==> config.mk <==
export PLATFORM = sky130hd
export DESIGN_NAME = debug_mux_scheduler
export DESIGN_NICKNAME = d
export VERILOG_FILES = /design/src/rtl/debug_sched_pkg.sv /design/src/rtl/debug_mux_scheduler_trial_pointer.sv /design/src/rtl/debug_mux_scheduler.sv
export SDC_FILE = /design/constraint.sdc
export NUM_CORES = 1
export LEC_CHECK = 0
export BUFFER_PORTS_ARGS = -buffer_cell sky130_fd_sc_hd__buf_2
export CAP_MARGIN = 20
export CELL_PAD_IN_SITES_DETAIL_PLACEMENT = 0
export CELL_PAD_IN_SITES_GLOBAL_PLACEMENT = 1
export CORE_MARGIN = 5
export CORE_UTILIZATION = 30
export DETAILED_ROUTE_END_ITERATION = 10
export HOLD_SLACK_MARGIN = 0.06
export PLACE_DENSITY_LB_ADDON = 0.1
export SLEW_MARGIN = 0
export SYNTH_ARGS = -nofsm -noshare
export SYNTH_HDL_FRONTEND = slang
export SYNTH_HIERARCHICAL = 1
export SYNTH_SLANG_ARGS = --single-unit
==> constraint.sdc <==
create_clock -name clk -period 3.7 [get_ports clk]
set_clock_uncertainty 0.05 [all_clocks]
set_input_delay 0.37 -clock clk [delete_from_list [all_inputs] [get_ports clk]]
set_output_delay 0.37 -clock clk [all_outputs]
set_load 0.01 [all_outputs]
==> src/rtl/debug_sched_pkg.sv <==
// Shared types and helpers for the debug-mux fault-localisation scheduler.
package debug_sched_pkg;

  typedef enum logic [2:0] {
    S_IDLE,
    S_APPLY,
    S_SETTLE,
    S_CHECK,
    S_DONE
  } sched_state_t;

  // Value of the trial pointer's base flag while the no-override trial is current.
  localparam logic TRIAL_BASE = 1'b1;

  localparam int unsigned MAX_GATES = 64;

  function automatic logic [MAX_GATES-1:0] onehot_sel(input int unsigned g);
    logic [MAX_GATES-1:0] sel;
    sel = '0;
    if (g < MAX_GATES) sel[g[5:0]] = 1'b1;
    return sel;
  endfunction

endpackage

==> src/rtl/debug_mux_scheduler_trial_pointer.sv <==
// Gate/pattern nested counter walking BASE, then every (gate, pattern) pair, pattern-minor.
module trial_pointer
  import debug_sched_pkg::*;
#(
  parameter int NUM_GATES = 9,
  parameter int WIDTH     = 3,
  parameter int GW        = 4
) (
  input  logic             clk,
  input  logic             rst_n,
  input  logic             clear,
  input  logic             step,
  output logic [GW-1:0]    gate,
  output logic [WIDTH-1:0] pat,
  output logic             is_base,
  output logic             last,
  output logic [GW-1:0]    next_gate,
  output logic [WIDTH-1:0] next_pat,
  output logic             next_base
);

  logic [GW-1:0]    gate_q, gate_d;
  logic [WIDTH-1:0] pat_q, pat_d;
  logic             base_q, base_d;

  always_comb begin
    gate_d = gate_q;
    pat_d  = pat_q;
    base_d = base_q;
    if (clear) begin
      gate_d = '0;
      pat_d  = '0;
      base_d = TRIAL_BASE;
    end else if (step) begin
      if (base_q == TRIAL_BASE) begin
        gate_d = '0;
        pat_d  = '0;
        base_d = ~TRIAL_BASE;
      end else begin
        pat_d = pat_q + WIDTH'(1);
        if (pat_q == '1) gate_d = gate_q + GW'(1);
      end
    end
  end

  always_ff @(posedge clk or negedge rst_n) begin
    if (!rst_n) begin
      gate_q <= '0;
      pat_q  <= '0;
      base_q <= TRIAL_BASE;
    end else begin
      gate_q <= gate_d;
      pat_q  <= pat_d;
      base_q <= base_d;
    end
  end

  assign gate      = gate_q;
  assign pat       = pat_q;
  assign is_base   = (base_q == TRIAL_BASE);
  assign last      = (base_q != TRIAL_BASE) && (gate_q == GW'(NUM_GATES - 1)) && (pat_q == '1);
  assign next_gate = gate_d;
  assign next_pat  = pat_d;
  assign next_base = (base_d == TRIAL_BASE);

endmodule

==> src/rtl/debug_mux_scheduler.sv <==
// Scans every gate/override pair through the debug muxes and records which ones
// make the netlist outputs match the golden vector.
module debug_mux_scheduler
  import debug_sched_pkg::*;
#(
  parameter int NUM_GATES = 9,
  parameter int WIDTH     = 3,
  parameter int OUT_W     = 9,
  parameter int SETTLE    = 1,
  localparam int GW       = (NUM_GATES > 1) ? $clog2(NUM_GATES) : 1
) (
  input  logic                 clk,
  input  logic                 rst_n,
  input  logic                 start,
  input  logic                 abort,
  input  logic [OUT_W-1:0]     golden,
  input  logic [OUT_W-1:0]     dut_out,
  output logic [NUM_GATES-1:0] mux_sel,
  output logic [WIDTH-1:0]     mux_data,
  output logic                 busy,
  output logic                 done,
  output logic                 no_fault,
  output logic [NUM_GATES-1:0] candidates,
  output logic [GW-1:0]        first_gate,
  output logic [WIDTH-1:0]     first_pat,
  output logic                 found
);

  localparam int CW = (SETTLE > 1) ? $clog2(SETTLE) : 1;

  sched_state_t state_q, state_d;
  logic [CW-1:0]        cnt_q, cnt_d;
  logic [NUM_GATES-1:0] mux_sel_q, mux_sel_d;
  logic [WIDTH-1:0]     mux_data_q, mux_data_d;
  logic                 busy_q, busy_d;
  logic                 done_q, done_d;
  logic                 no_fault_q, no_fault_d;
  logic [NUM_GATES-1:0] candidates_q, candidates_d;
  logic [GW-1:0]        first_gate_q, first_gate_d;
  logic [WIDTH-1:0]     first_pat_q, first_pat_d;
  logic                 found_q, found_d;

  logic                 ptr_clear, ptr_step;
  logic [GW-1:0]        ptr_gate, ptr_next_gate;
  logic [WIDTH-1:0]     ptr_pat, ptr_next_pat;
  logic                 ptr_base, ptr_last, ptr_next_base;
  logic                 match;

  trial_pointer #(
    .NUM_GATES (NUM_GATES),
    .WIDTH     (WIDTH),
    .GW        (GW)
  ) u_ptr (
    .clk       (clk),
    .rst_n     (rst_n),
    .clear     (ptr_clear),
    .step      (ptr_step),
    .gate      (ptr_gate),
    .pat       (ptr_pat),
    .is_base   (ptr_base),
    .last      (ptr_last),
    .next_gate (ptr_next_gate),
    .next_pat  (ptr_next_pat),
    .next_base (ptr_next_base)
  );

  assign match = (dut_out == golden);

  always_comb begin
    state_d      = state_q;
    cnt_d        = cnt_q;
    ptr_clear    = 1'b0;
    ptr_step     = 1'b0;
    mux_sel_d    = mux_sel_q;
    mux_data_d   = mux_data_q;
    no_fault_d   = no_fault_q;
    candidates_d = candidates_q;
    first_gate_d = first_gate_q;
    first_pat_d  = first_pat_q;
    found_d      = found_q;

    case (state_q)
      S_IDLE: begin
        if (start) begin
          state_d      = S_APPLY;
          ptr_clear    = 1'b1;
          no_fault_d   = 1'b0;
          candidates_d = '0;
          first_gate_d = '0;
          first_pat_d  = '0;
          found_d      = 1'b0;
        end
      end
      S_APPLY: begin
        cnt_d   = CW'(SETTLE - 1);
        state_d = abort ? S_DONE : S_SETTLE;
      end
      S_SETTLE: begin
        if (abort)              state_d = S_DONE;
        else if (cnt_q == '0)   state_d = S_CHECK;
        else                    cnt_d   = cnt_q - CW'(1);
      end
      S_CHECK: begin
        if (abort) begin
          state_d = S_DONE;
        end else if (ptr_base) begin
          if (match) begin
            no_fault_d = 1'b1;
            state_d    = S_DONE;
          end else begin
            ptr_step = 1'b1;
            state_d  = S_APPLY;
          end
        end else begin
          if (match) begin
            candidates_d[ptr_gate] = 1'b1;
            if (!found_q) begin
              found_d      = 1'b1;
              first_gate_d = ptr_gate;
              first_pat_d  = ptr_pat;
            end
          end
          if (ptr_last) begin
            state_d = S_DONE;
          end else begin
            ptr_step = 1'b1;
            state_d  = S_APPLY;
          end
        end
      end
      S_DONE:  state_d = S_IDLE;
      default: state_d = S_IDLE;
    endcase

    // Mux pins load from the pointer's upcoming value so the override is already
    // on the netlist during the APPLY cycle itself.
    if (state_d == S_APPLY && state_q != S_APPLY) begin
      mux_sel_d  = ptr_next_base ? '0 : NUM_GATES'(onehot_sel(32'(ptr_next_gate)));
      mux_data_d = ptr_next_base ? '0 : ptr_next_pat;
    end else if (state_d == S_DONE || state_d == S_IDLE) begin
      mux_sel_d  = '0;
      mux_data_d = '0;
    end

    busy_d = (state_d != S_IDLE);
    done_d = (state_d == S_DONE);
  end

  always_ff @(posedge clk or negedge rst_n) begin
    if (!rst_n) begin
      state_q      <= S_IDLE;
      cnt_q        <= '0;
      mux_sel_q    <= '0;
      mux_data_q   <= '0;
      busy_q       <= 1'b0;
      done_q       <= 1'b0;
      no_fault_q   <= 1'b0;
      candidates_q <= '0;
      first_gate_q <= '0;
      first_pat_q  <= '0;
      found_q      <= 1'b0;
    end else begin
      state_q      <= state_d;
      cnt_q        <= cnt_d;
      mux_sel_q    <= mux_sel_d;
      mux_data_q   <= mux_data_d;
      busy_q       <= busy_d;
      done_q       <= done_d;
      no_fault_q   <= no_fault_d;
      candidates_q <= candidates_d;
      first_gate_q <= first_gate_d;
      first_pat_q  <= first_pat_d;
      found_q      <= found_d;
    end
  end

  assign mux_sel    = mux_sel_q;
  assign mux_data   = mux_data_q;
  assign busy       = busy_q;
  assign done       = done_q;
  assign no_fault   = no_fault_q;
  assign candidates = candidates_q;
  assign first_gate = first_gate_q;
  assign first_pat  = first_pat_q;
  assign found      = found_q;

endmodule

After elaboration in Yosys (flattened, before gate mapping):

Cells that the tools add are included.

* bitwise logic cells: 2
* reductions and logical operators: 16
* add/sub/neg operators: 3
* equality and inequality tests: 16
* $lt $le $gt $ge: 4
* muxes and demuxes: 63

Operators by type and width (count)
* 2-to-1 mux 9 bit: 7
* 2-to-1 mux 3 bit: 19
* 2-to-1 mux 4 bit: 9
* 2-to-1 mux 1 bit: 19
* one-hot mux 9 bit (2 select lines): 1
* inequality test 2 bit (second input constant): 6
* one-hot mux 3 bit (4 select lines): 1
* AND reduction 5 bit: 2
* equality test 9 bit: 1
* OR 9 bit: 1
* demux 1 bit (select 4 bit): 2
* >= comparator 4 x 1 -> 1 bit (second input constant): 2
* one-hot mux 4 bit (2 select lines): 1
* less-than comparator 4 x 7 -> 1 bit (second input constant): 1
* equality test 3 x 1 -> 1 bit (second input constant): 2
* equality test 3 x 2 -> 1 bit (second input constant): 2
* equality test 3 bit (second input constant): 2
* zero test 3 bit: 2
* one-hot mux 1 bit (2 select lines): 3
* one-hot mux 3 bit (2 select lines): 1
* AND reduction 6 bit: 1
* nonzero test 2 bit: 3
* logical AND 1 bit: 5
* less-than comparator 4 x 5 -> 1 bit (second input constant): 1
* 10 further kinds: 10

* input port bits: 22
* output and inout bits: 32
* word-level logic and storage cells: 118
* register bits after elaboration: 44

Logic depth before layout (Yosys ltp):

* depth after elaboration: 15
* depth in mapped cells: 14
* depth with buffers taken out: 13

Modules after synthesis:

Netlist, hierarchy kept.

By module, submodules not included
* debug_mux_scheduler: sequential area each 875.8 um^2, instances 1, area an instance 1684.1 um^2, cells each 164
* trial_pointer: sequential area each 201.4 um^2, instances 1, area an instance 456.7 um^2, cells each 46

Worst setup path after synthesis:

OpenSTA, ideal clock, no wires.

* kind: reg2reg
* start point: reg u_ptr.pat_q[0], in the netlist u_ptr/pat[0]
* end point: reg mux_sel_q[7], in the netlist mux_sel[7]
* setup time: 65 ps
* data required time: 3585 ps
* period minus slack after synthesis: 3000 ps
* path slack: 700 ps
* arrival: 2884 ps
* buffers on the path: 0
* stages on the path, launching flop included: 14
* cells stage by stage: dfrtp_1 -> ha_1 -> ha_1 -> nand4b_1 -> nor2_1 -> nor2b_1 -> nor4_1 -> and2_1 -> nand2b_1 -> or3_1 -> a31oi_1 -> nor2b_1 -> nor2b_1 -> a22o_1

* word-level cells in the longest chain between the ends: 14
* elaborated cells on any way between the ends: 29
* those cells by class: 2 x order compare; 3 x eq/ne; 18 x mux; 6 x reduce/logical

RTL lines
* start: declaration: line debug_mux_scheduler_trial_pointer.sv:23 `logic [WIDTH-1:0] pat_q, pat_d;`
* start signal: assignment: line debug_mux_scheduler_trial_pointer.sv:53 `pat_q <= pat_d;`
* equality test 3 bit *: line debug_mux_scheduler_trial_pointer.sv:61 `assign last = (base_q != TRIAL_BASE) && (gate_q == GW'(NUM_GATES - 1)) && (pat_q == '1);`
* logical AND 1 bit *: line debug_mux_scheduler_trial_pointer.sv:61
* named net ptr_last: line debug_mux_scheduler.sv:46 `logic ptr_base, ptr_last, ptr_next_base;`
* 2-to-1 mux 1 bit *: line debug_mux_scheduler.sv:123 `if (ptr_last) begin`
* 2-to-1 mux 1 bit *: line debug_mux_scheduler.sv:106 `end else if (ptr_base) begin`
* 2-to-1 mux 1 bit *: line debug_mux_scheduler.sv:104 `if (abort) begin`
* 2-to-1 mux 1 bit *: line debug_mux_scheduler.sv:82 `case (state_q)`
* named net ptr_step: line debug_mux_scheduler.sv:43 `logic ptr_clear, ptr_step;`
* 2-to-1 mux 4 bit *: line debug_mux_scheduler_trial_pointer.sv:34 `end else if (step) begin`
* 2-to-1 mux 4 bit *: line debug_mux_scheduler_trial_pointer.sv:30 `if (clear) begin`
* named net ptr_next_gate[2]: line debug_mux_scheduler.sv:44 `logic [GW-1:0] ptr_gate, ptr_next_gate;`
* less-than comparator 4 x 7 -> 1 bit (not written as such) / >= comparator 4 x 1 -> 1 bit (equally long branches): line debug_sched_pkg.sv:20 `if (g < MAX_GATES) sel[g[5:0]] = 1'b1;`
* logical AND 1 bit (not written as such): line debug_sched_pkg.sv:20
* 2-to-1 mux 1 bit (not written as such): line debug_sched_pkg.sv:20
* demux 1 bit (select 4 bit) *: line debug_sched_pkg.sv:20
* 2-to-1 mux 9 bit *: line debug_mux_scheduler.sv:138 `mux_sel_d = ptr_next_base ? '0 : NUM_GATES'(onehot_sel(32'(ptr_next_gate)));`
* 2-to-1 mux 9 bit *: line debug_mux_scheduler.sv:137 `if (state_d == S_APPLY && state_q != S_APPLY) begin`
* end signal: assignment: line debug_mux_scheduler.sv:165 `mux_sel_q <= mux_sel_d;`
* end: declaration: line debug_mux_scheduler.sv:33 `logic [NUM_GATES-1:0] mux_sel_q, mux_sel_d;`

Mark *: on every way through the listed nets, which the timed path passes. The rest lies on a longest branch.
A chain may end at the register's enable or synchronous reset.

Final worst setup path:

Ends and elaborated chain as after synthesis.

==> flow_summary.json <==
{
  "p_leak_nw": 1.32,
  "synth_area_leaders": "dfrtp_1, o21ai_0, nand2_1, a22o_1, ha_1",
  "syn_nets": 237,
  "grt_overflow": 0,
  "synth_common_cells": "dfrtp_1, nand2_1, o21ai_0, nor2_1, inv_1",
  "grt_pass1_vias": 1798,
  "worst_hold_slack_ps": 289,
  "startpoint_type": "flip-flop",
  "regToRegEndpoint": "mux_sel[7]$_DFFE_PN0P_",
  "path_class": "flip-flop to flip-flop",
  "worst_slew_pin_slew_ps": 514,
  "whs_path_depth": 3,
  "dpl.hpwl_mm": 3.88,
  "clk_latency_ps": 290,
  "cts.sinks": 43,
  "cts_buffers": 5,
  "gr-usage-all-layers_pct": 12.5,
  "firstDrtPassIters": 4,
  "start_util_pct": 31.2,
  "hold_viol": 0,
  "diodes": 0,
  "drive_gt1_share_pct": 28.4,
  "min_path_type": "input port to flip-flop",
  "antenna_found_initial": 0,
  "finalCriticalPeriod_ps": 3330,
  "synthArstFlopShare_pct": 100,
  "cts.htree.levels": 2,
  "core_um2": 6870,
  "row_count": 30,
  "rrSetupSlack_ps": 370,
  "finalMaxSlewViolations": 0,
  "synth_most_common_cell": "dfrtp_1",
  "die_area_um2": 8930,
  "syn_inst": 210,
  "via_count": 1789,
  "min_from": "start",
  "yosysWarnings": 6,
  "drtIter0Drc": 37,
  "fillers": 724,
  "worstPathArrival_ps": 3460,
  "cts_tree": "built",
  "crit_path_end_kind": "flip-flop",
  "fmax_mhz": 300,
  "globalplace.congestion": 0.782,
  "power_frac_clock_pct": 33.1,
  "die_w_um": 94.5,
  "syn_area_per_cell_um2": 10.2,
  "post_cts_buffers": 0,
  "tns_ps": 0,
  "portBuffers": 53,
  "sw_frac_of_total_pct": 30.2,
  "p_int_w": 0.000804,
  "rsz0062_at_grt": "no",
  "finalPower_w": 0.00115,
  "rr_worst_depth": 13,
  "cp_max_fo": 6,
  "peakVddDrop_v": 0.000160,
  "drt_wl_total_mm": 5.42,
  "p_comb_share_pct": 19.3,
  "hold_end": "busy$_DFF_PN0_",
  "ys_ff_latch": 43,
  "finalSetupViolCount": 0,
  "grt_start_max_net_pins": 44,
  "layout.cells.non_filler": 367,
  "seqPwrFrac_pct": 47.6,
  "synth_top_area_share_pct": 49.1,
  "p_per_area_nw_per_um2": 429,
  "status": "completed",
  "clockBufferDepth": 2,
  "timing.rr.start": "u_ptr/pat[0]$_DFF_PN0_",
  "grt_pass1_wl_mm": 8.89,
  "clk_pin_slew_ps": 80,
  "post_cts_resized": 0,
  "wl_per_cell_um": 14.8,
  "placed_cells": 357,
  "max_cap_violations": 0,
  "synth_ff_type": "dfrtp_1",
  "synth_area_um2": 2140,
  "io_pins": 54,
  "ys_seq_area_share_pct": 50.3,
  "die_y_um": 94.5,
  "max_slew_margin_pct": 65.7,
  "synth_cell_type_count": 43,
  "yosysTopAreaCell": "dfrtp_1",
  "post-route-period-util_pct": 90.0,
  "root_buffer": "clkbuf_8",
  "vias_per_cell": 4.87,
  "drcViolationCount": 0,
  "syn_to_final_growth_pct": 25.4,
  "cp_data_required_time_ps": 3840,
  "synth_edf_count": 0,
  "final_antenna_net_count": 0,
  "p_switching_w": 0.000348,
  "nets": 297
}
-- cell families after synthesis --
group	count (synthesis)	synth area share, %
AOI/OAI and AO/OA	49	16.4
xor gates and xnor gates	8	3.27
adders and majority gates	5	2.92
buffers and inverters	21	4.21
DFF	43	50.3
muxes	5	2.34
and+or+nand+nor	79	20.5
-- sequential cells by signal, summed over array words and instances, names as in the netlist --
| register | cells |
|---|---|
| candidates | 9 |
| no_fault | 1 |
| first_gate | 4 |
| busy | 1 |
| u_ptr/pat | 3 |
| first_pat | 3 |
| mux_sel | 9 |
| done | 1 |
| state_q | 3 |
| found | 1 |
| mux_data | 3 |
| u_ptr/gate | 4 |
| u_ptr/is_base | 1 |
-- cells in the final DEF, fill, tap and decap left out, types with 2 or more instances in the layout --
cell / n
a21oi_1: 5
a22o_1: 8
a22oi_1: 2
a31oi_1: 2
a32o_1: 5
and2_1: 4
buf_2: 53
buf_4: 6
clkbuf_8: 6
dfrtp_1: 42
ha_1: 5
inv_1: 13
mux2i_1: 5
nand2_1: 19
nand2b_1: 4
nand3_1: 5
nand3b_1: 5
nand4_1: 7
nor2_1: 14
nor2b_1: 6
nor3_1: 4
nor4_1: 2
o21ai_0: 15
o311ai_0: 2
or3_1: 3
or3b_2: 2
xnor2_1: 2
xor2_1: 6
-- worst max-delay path, cell delays in order (launching register included) --
cell	delay, ps
dfrtp_1	410
ha_1	220
ha_1	210
nand4b_1	110
nor2_1	40
nor2b_1	140
nor4_1	350
and2_1	310
nand2b_1	100
or3_1	340
a31oi_1	420
nor2b_1	170
nor2b_1	170
a22o_1	180
-- final cells by class --
class / count / area, um2 / area share, %
clock buffers: 6 / 82.6 / 3.08
clock inverters: 2 / 35.0 / 1.30
inverters: 13 / 48.8 / 1.82
multi-input cells: 146 / 973 / 36.3
flip-flops and latches: 43 / 1080 / 40.1
well taps: 96 / 120 / 4.47
repair buffers: 61 / 348 / 13.0
-- power by group through the flow --
stage	sequential [W]	clock, W	combinational, W
3_3_place_gp	0.000560	0	0.000223
3_5_place_dp	0.000557	0	0.000223
4_1_cts	0.000549	0.000396	0.000223
2_1_floorplan	0.000528	0	0.000174
6_report	0.000549	0.000382	0.000222
5_1_grt	0.000556	0.000419	0.000251
-- stage by stage --
stage               utilization [%]  instance area (um2)  setup slack, ps
floorplan                         -                 2140              700
global placement               36.8                 2530              452
detailed placement             36.8                 2530              388
CTS                            38.5                 2650              369
global route                   39.1                 2690             19.3
finish                         39.1                 2690              370
-- layer usage --
metal | vias to the layer above | global-route usage (%) | share of wire [%]
met4 | 0 | 3.49 | 1.1
met1 | 857 | 17.2 | 50
met3 | 6 | 4.14 | 7.4
met2 | 48 | 18.9 | 42
li1 | 878 | - | -
met5 | - | 0 | 0
-- worst max-delay path by stage --
stage	startpoint	cells past startpoint	endpoint	slack [ps]
2_1_floorplan	u_ptr/pat[0]$_DFF_PN0_	13	mux_sel[7]$_DFFE_PN0P_	700
3_3_place_gp	u_ptr/pat[0]$_DFF_PN0_	13	mux_sel[7]$_DFFE_PN0P_	450
3_5_place_dp	u_ptr/pat[0]$_DFF_PN0_	13	mux_sel[7]$_DFFE_PN0P_	390
4_1_cts	u_ptr/pat[0]$_DFF_PN0_	13	mux_sel[7]$_DFFE_PN0P_	370
5_1_grt	u_ptr/pat[0]$_DFF_PN0_	13	mux_sel[7]$_DFFE_PN0P_	20
6_report	u_ptr/pat[0]$_DFF_PN0_	13	mux_sel[7]$_DFFE_PN0P_	370
-- timing repair --
| action | 4_1_cts | 5_1_grt |
|---|---|---|
| endpoints found under the hold margin | 0 | 19 |
| setup endpoints to repair | 0 | 0 |
| hold buffers | 0 | 1 |
Note: power is estimated with default switching activity, not from simulation.
